--- src/rtl/gate_op_arbiter.sv ---
// ============================================================================
// gate_op_arbiter : four-requester round-robin front end for a shared bitwise
//                   logic unit (INV/AND/OR/NAND/NOR/XOR/XNOR) with a
//                   registered, back-pressured response.
// Optional: define GATE_OP_ARBITER_ERR_EN to add rsp_err (reserved opcode flag).
// Revision: 1.0
// ============================================================================
`default_nettype none

module gate_op_arbiter #(
  parameter int WIDTH = 8
) (
  input  logic               clk,
  input  logic               rst_n,
  input  logic [3:0]         req,
  input  logic [11:0]        op_flat,
  input  logic [4*WIDTH-1:0] a_flat,
  input  logic [4*WIDTH-1:0] b_flat,
  output logic [3:0]         gnt,
  output logic               busy,
  output logic               rsp_valid,
  input  logic               rsp_ready,
  output logic [1:0]         rsp_id,
`ifdef GATE_OP_ARBITER_ERR_EN
  output logic               rsp_err,
`endif
  output logic [WIDTH-1:0]   rsp_data
);

  typedef enum logic [1:0] {
    IDLE = 2'd0,
    EXEC = 2'd1,
    RESP = 2'd2
  } state_t;

  state_t           state;
  state_t           state_next;
  logic [1:0]       ptr;
  logic [2:0]       op_q;
  logic [WIDTH-1:0] a_q;
  logic [WIDTH-1:0] b_q;
  logic             found;
  logic [1:0]       winner;
  logic [1:0]       cand;
  logic [WIDTH-1:0] result;

  logic [2:0]       op_arr [4];
  logic [WIDTH-1:0] a_arr  [4];
  logic [WIDTH-1:0] b_arr  [4];

  for (genvar i = 0; i < 4; i++) begin : g_unpack
    assign op_arr[i] = op_flat[3*i +: 3];
    assign a_arr[i]  = a_flat[WIDTH*i +: WIDTH];
    assign b_arr[i]  = b_flat[WIDTH*i +: WIDTH];
  end

  // Rotating priority: scan upward from ptr, first asserted request wins.
  always_comb begin
    found  = 1'b0;
    winner = ptr;
    cand   = ptr;
    for (int k = 0; k < 4; k++) begin
      cand = ptr + k[1:0];
      if (!found && req[cand]) begin
        found  = 1'b1;
        winner = cand;
      end
    end
  end

  always_comb begin
    state_next = state;
    case (state)
      IDLE:    if (found) state_next = EXEC;
      EXEC:    state_next = RESP;
      RESP:    if (rsp_ready) state_next = IDLE;
      default: state_next = IDLE;
    endcase
  end

  always_comb begin
    result = '0;
    case (op_q)
      3'd0:    result = ~a_q;
      3'd1:    result = a_q & b_q;
      3'd2:    result = a_q | b_q;
      3'd3:    result = ~(a_q & b_q);
      3'd4:    result = ~(a_q | b_q);
      3'd5:    result = a_q ^ b_q;
      3'd6:    result = ~(a_q ^ b_q);
      default: result = '0;
    endcase
  end

  always_ff @(posedge clk or negedge rst_n) begin
    if (!rst_n) begin
      state <= IDLE;
      busy  <= 1'b0;
    end else begin
      state <= state_next;
      busy  <= (state_next != IDLE);
    end
  end

  always_ff @(posedge clk or negedge rst_n) begin
    if (!rst_n) begin
      ptr       <= 2'd0;
      op_q      <= 3'd0;
      a_q       <= '0;
      b_q       <= '0;
      gnt       <= 4'd0;
      rsp_valid <= 1'b0;
      rsp_id    <= 2'd0;
      rsp_data  <= '0;
`ifdef GATE_OP_ARBITER_ERR_EN
      rsp_err   <= 1'b0;
`endif
    end else begin
      case (state)
        IDLE: begin
          if (found) begin
            op_q   <= op_arr[winner];
            a_q    <= a_arr[winner];
            b_q    <= b_arr[winner];
            rsp_id <= winner;
            gnt    <= 4'b0001 << winner;
            ptr    <= winner + 2'd1;
          end
        end
        EXEC: begin
          rsp_data  <= result;
          rsp_valid <= 1'b1;
          gnt       <= 4'd0;
`ifdef GATE_OP_ARBITER_ERR_EN
          rsp_err   <= (op_q == 3'd7);
`endif
        end
        RESP: begin
          if (rsp_ready) rsp_valid <= 1'b0;
        end
        default: begin
          gnt <= 4'd0;
        end
      endcase
    end
  end

endmodule

`default_nettype wire

--- config.mk ---
export PLATFORM = sky130hd
export DESIGN_NAME = gate_op_arbiter
export DESIGN_NICKNAME = d
export VERILOG_FILES = /design/src/rtl/gate_op_arbiter.sv
export SDC_FILE = /design/constraint.sdc
export NUM_CORES = 1
export LEC_CHECK = 0
export CORE_MARGIN = 8
export CORE_UTILIZATION = 50
export DETAILED_ROUTE_END_ITERATION = 12
export HOLD_SLACK_MARGIN = 0.15
export MAX_ROUTING_LAYER = met4
export PLACE_DENSITY_LB_ADDON = 0.1
export SLEW_MARGIN = 20
export SYNTH_ARGS = -nofsm -noshare
export SYNTH_HDL_FRONTEND = slang
export SYNTH_SLANG_ARGS = --single-unit
--- constraint.sdc ---
create_clock -name clk -period 5.74 [get_ports clk]
set_clock_uncertainty 0.2 [all_clocks]
set_input_delay 0.861 -clock clk [delete_from_list [all_inputs] [get_ports clk]]
set_output_delay 0.861 -clock clk [all_outputs]
set_load 0.01 [all_outputs]
Word-level counts from Yosys, hierarchy flattened. Index checks and enable logic that the tools add are counted.

Bits of input ports: 83. Register bits: 39.

Eq/ne operators: 10. Order comparisons: 5. Add/subtract/negate cells: 4. Bitwise operators: 9. Muxes and demuxes: 32. Shifts and indexed selects: 1. Reduce and logical (&&, ||, !) cells: 13.

Operators by type and width (number): case mux 8 bit (7 select lines) (1); binary-select mux 8 bit (select 2 bit) (2); 2-to-1 mux 8 bit (4); inverter 8 bit (4); < comparator 2 x 3 -> 1 bit (second input constant) (4); 2-to-1 mux 2 bit (5); == test 3 bit (second input constant) (3); 2-to-1 mux 1 bit (9); AND 8 bit (1); binary-select mux 1 bit (select 2 bit) (4); bitwise OR 8 bit (1); case mux 4 bit (2 select lines) (1); bitwise XOR 8 bit (1); binary-select mux 3 bit (select 2 bit) (1); == test 3 x 2 -> 1 bit (second input constant) (2); 2-to-1 mux 3 bit (2); case mux 2 bit (3 select lines) (1); AND reduction 2 bit (3); adder 2 x 1 -> 2 bit (second input constant) (2); adder 2 bit (second input constant) (2); 2-to-1 mux 4 bit (1); inequality test 2 bit (second input constant) (2); nonzero test 2 bit (2); << shifter 1 x 2 -> 4 bit (first input constant) (1); 11 further kinds (15).

Logic depth before layout (Yosys ltp).
Depth in word-level cells: 16. Mapped depth: 8.

Worst setup path after synthesis. OpenSTA, ideal clock, no wires.

Path type: input to register. From: input req[0]. To: register gnt[2]. Required time: 5.419 ns. Stages on the path: 7. Library setup time: 0.121 ns. Slack: 3.450 ns. Path buffers: 1. Arrival time: 1.969 ns. Path through: nor2b_1 > o21ai_1 > and3_4 > inv_2 > buf_2 > ha_1 > a22o_1.

Word-level cells in the longest chain between the ends: 15. Elaborated cells between the ends (all ways): 26. Classes of those cells: eq/ne (1); shift (1); mux (17); reduce/logical (7).

Ends and longest elaborated chain: start: declaration (line 15) `input logic [3:0] req,`; binary-select mux 1 bit (select 2 bit) (line 64) `if (!found && req[cand]) begin`; 2-to-1 mux 1 bit (not written as such) (line 64); 2-to-1 mux 1 bit (line 64); logical NOT 1 bit (line 64); logical AND 1 bit (line 64); 2-to-1 mux 1 bit (line 64); logical NOT 1 bit (line 64); logical AND 1 bit (line 64); 2-to-1 mux 1 bit (line 64); logical NOT 1 bit (line 64); logical AND 1 bit (line 64); 2-to-1 mux 2 bit (*) (line 64); via winner[0] (line 43) `logic [1:0] winner;`; << shifter 1 x 2 -> 4 bit (*) (line 126) `gnt <= 4'b0001 << winner;`; 2-to-1 mux 4 bit (*) (line 121) `if (found) begin`; case mux 4 bit (2 select lines) (*) (line 119) `case (state)`; end signal: assignment (line 126); end: declaration (line 19) `output logic [3:0] gnt,`.

Mark *: on every way through the listed nets, which the timed path passes. The rest lies on a longest branch. The select of a mux whose other input is x is not followed. A chain may end at the register's enable or synchronous reset.

Worst setup path after layout.
From: input req[3]. To: register gnt[0].

The elaborated chain is that of the path after synthesis.

==> impl_metrics.toml <==
[run_status]
outcome = "complete, no violations"

[synth]
ys.warnings.count = 0
synth-edff-count = 0
synthCells = 304
yosysTopAreaCellShare_pct = 32.3
synth_area_leaders = "dfrtp_1 32%, mux2i_1 9.3%, ha_1 8.3%, and4_1 5.5%, a221oi_2 5.0%"
yosys.area.top_type = "dfrtp_1"
synth_nets = 407
avgSynthCellArea_um2 = 9.94
synthArstFlopShare_pct = 100
synth-main-ff-cell = "dfrtp_1"
yosysSeqAreaShare_pct = 32.3
yosysUniqueCellTypes = 47
synth_area_mm2 = 0.00302
ys_seq_elements = 39

[critical_path]
path_buf_inv = 2
rr_worst_depth = 6
endpoint_kind = "flop"
criticalPathCategory = "input port to flop"
cp.depth = 7
cp.arrival_ps = 3600
crit_chain = "clkdlybuf4s50_1, nor2b_1, o21bai_1, and3_4, inv_2, ha_1, a22o_1"
worstReg2RegStart = "ptr[1]"
reg2reg_slack_ps = 2800
startpoint_type = "input port"
slowest_stage = "o21bai_1"
cp_top_family = "compound AO/OA/AOI/OAI gates"
required_ps = 5730
critPathMaxStageDelay_ps = 750
critPathLaunch = "req[3]"
critPathMaxFanout = 41
rr_endpoint = "gnt[0]"

[finish]
drive_above_1_share_pct = 9.33
fin_nets = 488
finalInstanceArea_mm2 = 0.00406
diodes = 0
area_growth_pct = 34.4

[routing]
drc = 0
firstDrtPassIters = 4
ant_nets = 0
wl_per_cell_um = 17.6
via_count = 2603
initialDrtViolationCount = 80
wirelength_um = 8100
routed_via_density = 5.65

[timing]
maxSlewViolCount = 0
clock.fmax_mhz = 277
setup_tns_ps = 0
period_share_pct = 62.9
worst_pin_slew_ps = 985
slew_headroom_pct = 34.2
min_period_ps = 3610
hold_viol_final = 0
finalSetupViolations = 0
rsz0062_at_grt = "false"

[global_routing]
grt_max_degree = 42
grt_usage_pct = 19.6
first_global_vias = 2729
antenna_found_initial = 0
grt_pass1_wl_um = 13300
grt_overflow = 0

[floorplanning]
initial_core_util_pct = 51.4
core_area_mm2 = 0.00589
ioPinCount = 99
chipHeight_um = 93.8
dieWidth_um = 93.8
die-area_mm2 = 0.00879
row_count = 28

[clock_tree]
clkTransAtPathRegs_ps = 80
cts_resized = 0
cts_num_sinks = 39
clk_latency_ps = 300
cts_tree = "built"
hold_buffers = 0
root_buffer = "clkbuf_8"
post_cts_buffers = 0
cts_made_buffers = 5
htree_levels = 2
cts_buffer_depth = 2

[placement]
port_buffers = 98
dpl.hpwl_um = 6530
placed_cell_area_mm2 = 0.00397
gp_congestion = 0.801

[hold_path]
whs_endpoint = "rsp_id[0]"
holdPathStages = 2
hp-start = "rsp_id[0]"
hold_class = "flop to flop"

[power]
ir_drop_v = 0.000411
power.leakage_nw = 1.76
powerDensity_mw_per_mm2 = 481

[run]
cap_violations = 0
## report_power, final
group	internal (mW)	leakage, nW	total (mW)	switching [mW]
sequential	0.409	0.462	0.534	0.125
clock	0.0985	0.0484	0.198	0.0992
combinational	0.587	1.25	1.22	0.635
## metrics by stage
step | power [mW] | util (%) | cells | hold WS (ps) | worst slack (ps)
after floorplan | 1.45 | - | 304 | 289 | 3450
after global placement | 1.72 | 67.4 | 453 | 259 | 1940
after detailed placement | 1.76 | 67.4 | 453 | 293 | 1760
after CTS | 1.97 | 69.0 | 461 | 311 | 2070
after global routing | 2.13 | 69.0 | 461 | 324 | 1810
final | 1.95 | 69.0 | 461 | 303 | 2130
## layout by cell type (no fill, tap or decap), types with 11 or more instances in the layout
cell type	count
a211oi_1	13
a21oi_1	12
a22o_1	11
and4_1	19
clkdlybuf4s50_1	97
dfrtp_1	39
ha_1	20
inv_1	22
mux2i_1	28
nand2_1	21
## flip-flops by register name, indices dropped and copies added, names as in the netlist
register and cells:
op_q 3, a_q 8, rsp_data 8, gnt 4, busy 1, rsp_id 2, state 2, ptr 2
b_q 8, rsp_valid 1
## synth_stat cells, types with 3 or more instances
cell and number:
dfrtp_1 39, mux2i_1 28, inv_1 22, nand2_1 21
ha_1 20, and4_1 19, buf_2 14, a211oi_1 13
a21oi_1 12, a22o_1 11, a211oi_2 10, a221oi_2 10
nor2_1 10, o21ai_0 8, a221oi_1 7, nor2b_1 7
clkbuf_1 6, o311ai_0 4, buf_6 3, o211a_1 3
o21ai_1 3, xor2_1 3
## worst max path at each step
stage | endpoint | slack [ps]
2_1_floorplan | gnt[2] | 3450
6_report | gnt[0] | 2130
5_1_grt | gnt[0] | 1810
3_3_place_gp | a_q[5] | 1940
4_1_cts | op_q[0] | 2070
3_5_place_dp | a_q[3] | 1760
## per-layer routing
layer	GRT usage [%]	share of wire [%]	vias up
met2	30.3	45	75
li1	-	-	1309
met1	23.9	47	1207
met4	7.93	1.6	0
met3	4.96	6.1	12
met5	-	0	-
## worst min-delay path: stages (launching register included)
cell and delay, ps:
dfrtp_1 360, nand2_1 50, o21ai_0 60
## logic make-up after synthesis
kind of cell | share of synthesized area, %
buffers and inverters | 7.95
flip-flops | 32.3
AO/OA/AOI/OAI | 27.6
XOR/XNOR | 1.45
adder cells (fa/ha/maj) | 8.28
AND/OR/NAND/NOR | 12.8
multiplexers | 9.64
## cell type report
cell class                 instances  area [um^2]
clock buffer                       7         86.3
clock inverter                     1         8.76
fill                             490         1820
inverter                          25         98.8
multi-input combinational        214         1810
sequential                        39          976
tap                               75         93.8
timing repair buffer             100          991
Power figures use the tool's default switching activity.
